$ cat config.mk
export PLATFORM = sky130hd
export DESIGN_NAME = slave_control
export DESIGN_NICKNAME = d
export VERILOG_FILES = /design/src/rtl/slave_control.sv
export SDC_FILE = /design/constraint.sdc
export NUM_CORES = 1
export LEC_CHECK = 0
export CORE_AREA = 2 2 77 79
export CTS_CLUSTER_DIAMETER = 150
export DETAILED_ROUTE_END_ITERATION = 6
export DIE_AREA = 0 0 79 81
export PLACE_DENSITY_LB_ADDON = 0.05
export REMOVE_ABC_BUFFERS = 1
export SETUP_SLACK_MARGIN = 0.3
export SLEW_MARGIN = 20
export SYNTH_ARGS = -nofsm -noshare
export SYNTH_HDL_FRONTEND = slang
export SYNTH_SLANG_ARGS = --single-unit
$ cat constraint.sdc
create_clock -name clk -period 2.3 [get_ports clk]
set_input_delay 0.345 -clock clk [delete_from_list [all_inputs] [get_ports clk]]
set_output_delay 0.345 -clock clk [all_outputs]
set_load 0.01 [all_outputs]
$ cat src/rtl/slave_control.sv
// Receiving end of the chip-to-chip request/ack/valid handshake.
// Lights a notice LED for a fixed period after a request, then raises ack.
// It captures the data word on valid, or aborts with a timeout pulse, and
// waits for the master to release before it returns to idle.
module slave_control #(
  parameter int unsigned DATA_W         = 3,
  parameter int unsigned NOTICE_CYCLES  = 100_000_000,
  parameter int unsigned TIMEOUT_CYCLES = 300_000_000
) (
  input  logic              clk,
  input  logic              rst_n,
  input  logic              request,
  input  logic              valid,
  input  logic [DATA_W-1:0] data,
  output logic              ack,
  output logic              notice,
  output logic [DATA_W-1:0] data_out,
  output logic              data_valid,
  output logic              timeout
);

  localparam int unsigned CntMax = (NOTICE_CYCLES > TIMEOUT_CYCLES) ? NOTICE_CYCLES
                                                                     : TIMEOUT_CYCLES;
  localparam int unsigned CntW   = (CntMax > 1) ? $clog2(CntMax) : 1;

  localparam logic [CntW-1:0] NoticeLoad  = CntW'(NOTICE_CYCLES - 1);
  localparam logic [CntW-1:0] TimeoutLoad = CntW'(TIMEOUT_CYCLES - 1);

  typedef enum logic [1:0] {
    StIdle   = 2'd0,
    StNotice = 2'd1,
    StAck    = 2'd2,
    StDone   = 2'd3
  } state_e;

  state_e state_q, state_d;

  logic [CntW-1:0]   cnt_q, cnt_d;
  logic              ack_q, ack_d;
  logic              notice_q, notice_d;
  logic [DATA_W-1:0] data_out_q, data_out_d;
  logic              data_valid_q, data_valid_d;
  logic              timeout_q, timeout_d;

  // Two-flop synchronizers for the cross-chip inputs
  logic              req_s1_q, req_s_q;
  logic              valid_s1_q, valid_s_q;
  logic [DATA_W-1:0] data_s1_q, data_s_q;

  // Synchronizer chains; cleared by reset so a held request is re-seen from scratch
  always_ff @(posedge clk) begin
    if (!rst_n) begin
      req_s1_q   <= 1'b0;
      req_s_q    <= 1'b0;
      valid_s1_q <= 1'b0;
      valid_s_q  <= 1'b0;
      data_s1_q  <= '0;
      data_s_q   <= '0;
    end else begin
      req_s1_q   <= request;
      req_s_q    <= req_s1_q;
      valid_s1_q <= valid;
      valid_s_q  <= valid_s1_q;
      data_s1_q  <= data;
      data_s_q   <= data_s1_q;
    end
  end

  // Next state, counter and registered outputs; the outputs reflect the state being entered
  always_comb begin
    state_d      = state_q;
    cnt_d        = cnt_q;
    ack_d        = 1'b0;
    notice_d     = 1'b0;
    data_out_d   = data_out_q;
    data_valid_d = 1'b0;
    timeout_d    = 1'b0;

    unique case (state_q)
      StIdle: begin
        if (req_s_q) begin
          state_d  = StNotice;
          cnt_d    = NoticeLoad;
          notice_d = 1'b1;
        end
      end
      StNotice: begin
        // A request that drops here is ignored; the master holds it until ack
        if (cnt_q == '0) begin
          state_d = StAck;
          cnt_d   = TimeoutLoad;
          ack_d   = 1'b1;
        end else begin
          cnt_d    = cnt_q - 1'b1;
          notice_d = 1'b1;
        end
      end
      StAck: begin
        // Capture takes priority over a timeout that expires in the same cycle
        if (valid_s_q) begin
          state_d      = StDone;
          data_out_d   = data_s_q;
          data_valid_d = 1'b1;
        end else if (cnt_q == '0) begin
          state_d   = StDone;
          timeout_d = 1'b1;
        end else begin
          cnt_d = cnt_q - 1'b1;
          ack_d = 1'b1;
        end
      end
      StDone: begin
        if (!valid_s_q && !req_s_q) begin
          state_d = StIdle;
        end
      end
      default: begin
        state_d    = StIdle;
        cnt_d      = '0;
        data_out_d = '0;
      end
    endcase
  end

  // State, counter and output registers
  always_ff @(posedge clk) begin
    if (!rst_n) begin
      state_q      <= StIdle;
      cnt_q        <= '0;
      ack_q        <= 1'b0;
      notice_q     <= 1'b0;
      data_out_q   <= '0;
      data_valid_q <= 1'b0;
      timeout_q    <= 1'b0;
    end else begin
      state_q      <= state_d;
      cnt_q        <= cnt_d;
      ack_q        <= ack_d;
      notice_q     <= notice_d;
      data_out_q   <= data_out_d;
      data_valid_q <= data_valid_d;
      timeout_q    <= timeout_d;
    end
  end

  assign ack        = ack_q;
  assign notice     = notice_q;
  assign data_out   = data_out_q;
  assign data_valid = data_valid_q;
  assign timeout    = timeout_q;

endmodule
==> flow_summary.toml <==
[logic_synthesis]
synthArstFlopShare_pct = 0
synth_most_common_cell = "dfxtp_1"
netlist.top_cell.by_area = "dfxtp_1"
yosys-top-cells-area = "dfxtp_1, a21oi_1, o21ai_0, and2_1, ha_1"
synth_area_um2 = 2430
synth_cell_types = 54
synth-seq-cells = 48
syn_avg_cell_area_um2 = 8.56
synth-main-ff-cell = "dfxtp_1"
synth_top_cell_area_share_pct = 39.5
synth.top_cells.by_count = "dfxtp_1, a21oi_1, nor2_1"
yosysWarnings = 0
yosysSeqAreaShare_pct = 39.5
synth_cells = 284
synth_edf_count = 0

[outcome]
outcome = "finished, violations left"
violations = "setup timing"

[timing]
rsz0062_at_grt = "yes"
fmax_mhz = 408
period_share_pct = 107
worstMarginPinSlew_ps = 508
setup_viol = 31
hold_viol_final = 0
max_slew_margin_pct = 65.3
slew_violations = 0
finalClockSkew_ps = 5.05
fin_crit_ps = 2450
setup_ws_ps = -152

[die]
die_x_um = 79
core_um2 = 5680
start_util_pct = 42.8
fp.dieArea_um2 = 6400
chipHeight_um = 81
io_pins = 14
rows = 28

[cells_and_area]
final_core_util_pct = 57.0
area_growth_pct = 33.1
diodes = 0
final_cell_count_no_fill = 418
nFillCells = 530
nets = 355
fin_area_um2 = 3240
drive_gt1_share_pct = 26.5

[placement]
placed_cell_area_um2 = 2920
dpl_worst_slack_ps = -252
dp_hpwl_mm = 4.66
dp.cells = 401
gp_congestion = 0.833
place.port_buffers = 13

[pwr]
ir_drop_v = 0.000530
p_per_area_nw_per_um2 = 1350
leakage_nw = 1.28
finalPower_mw = 4.36

[global_routing]
grt_max_degree = 19
grt_overflow = 0
grt_use_total_pct = 21.9
grt_pass1_wl_mm = 10.9
grt_pass1_vias = 2201
antenna_found_initial = 0

[detailed_routing]
drt-total-wl_mm = 6.63
wl_per_cell_um = 15.9
vias = 2377
first_iter_violations = 96
drtPass1Iterations = 4
post_drt_via_cell_ratio = 5.69
ant_nets = 0
drt_drc_violations_left = 0

[hold_path]
min_path_type = "reg2reg"
hp-start = "data_s1_q[2]"

[setup_path]
worst_setup_path_start_kind = "flop"
crit_slowest_cell = "or4_4"
r2r_start = "cnt_q[24]"
crit_chain = "or3_4 > or4b_4 > or4_4 > a211o_1 > o311ai_4 > nor2_1"
cp-end-kind = "flop"
crit_buf_inv = 0
cp_slowest_stage_delay_ps = 540
path_delay_family = "simple AND/OR/NAND/NOR gates"
critical_path_class = "reg2reg"
arrival_ps = 2630
crit_required_ps = 2480
setup.worst_path.start = "cnt_q[24]"
crit_fanout = 8

[clock_network]
clock_sinks = 48
cts_hold_buf = 0
root_buffer = "clkbuf_8"
h-tree-depth = 2
max-clock-path-buffers = 2
cts_tree = "built"
cts-buffers-inserted = 5
clock_latency_ps = 300
clk_transition_reported_paths_ps = 90

[job]
drv_cap = 0
==> per-layer routing <==
| layer | track usage, % | vias up | routed length [um] |
|---|---|---|---|
| met1 | 29.1 | 1147 | 3190 |
| met3 | 3.67 | 5 | 230 |
| met2 | 37.0 | 55 | 3140 |
| li1 | - | 1170 | - |
| met5 | 0 | - | 0 |
| met4 | 5.86 | 0 | 65 |
==> sequential cells by signal (all words and copies together), names as in the netlist <==
signal / flops
valid_s1_q: 1
data_out: 3
req_s_q: 1
data_s1_q: 3
timeout: 1
ack: 1
data_s_q: 3
cnt_q: 29
notice: 1
data_valid: 1
state_q: 2
valid_s_q: 1
req_s1_q: 1
==> path summary, 6_finish.rpt <==
check	cells after the start	to	slack [ps]
worst min register to register	1	data_s_q[2]	440
worst min-delay path	1	data_s_q[2]	440
worst max-delay path	6	cnt_q[17]	-150
worst max register to register	6	cnt_q[17]	-150
==> placed cells by master (no fill, tap or decap), types with 4 or more instances in the layout <==
cell type        count
a211oi_1             5
nand3_1              5
clkbuf_8             5
a22o_1               4
or3_1                5
nor3_1               8
and2_1              12
nand2_1             18
nor4_1               8
buf_4               40
inv_1               14
buf_6                9
o31ai_1              4
clkdlybuf4s50_1     13
nor2_1              19
a21oi_1             24
o41ai_1              4
and3_1               7
o22ai_1              4
dfxtp_1             46
or4_1                8
o21ai_0             12
ha_1                 6
==> kinds of logic after synthesis <==
logic type	after synthesis	synth area share (%)
AO/OA/AOI/OAI	87	24.2
XOR/XNOR	4	1.44
adder cells (fa/ha/maj)	6	3.09
buffers and inverters	27	4.53
flip-flops	48	39.5
multiplexers	1	0.412
AND/OR/NAND/NOR	111	26.8
==> cell type report <==
type                            count  area, um2  area share, %
Clock inverter                      2       35.0           1.08
Clock buffer                        6       72.6           2.24
Timing Repair Buffer               63        552           17.1
Tap cell                           75       93.8           2.90
Inverter                           15       56.3           1.74
Multi-Input combinational cell    209       1460           45.2
Sequential cell                    48        963           29.8
==> per-stage QoR <==
stage / hold slack [ps] / setup TNS (ps)
floorplan: 412 / -4260
global placement: 414 / -3720
detailed placement: 422 / -4230
CTS: 445 / -2220
global route: 461 / -5450
finish: 439 / -2460
==> power by group <==
part           switching, mW  internal [mW]  total [mW]
clock                  0.287          0.323       0.610
sequential             0.163           1.00        1.16
combinational           1.41           1.18        2.59
total                   1.86           2.50        4.36
==> timing repair <==
item,in CTS,in global routing
gates resized for setup,15,21
gates cloned,1,0
pin swaps,12,9
setup endpoints to repair,34,34
setup buffers,5,3
Note: power is estimated with default switching activity, not from simulation.
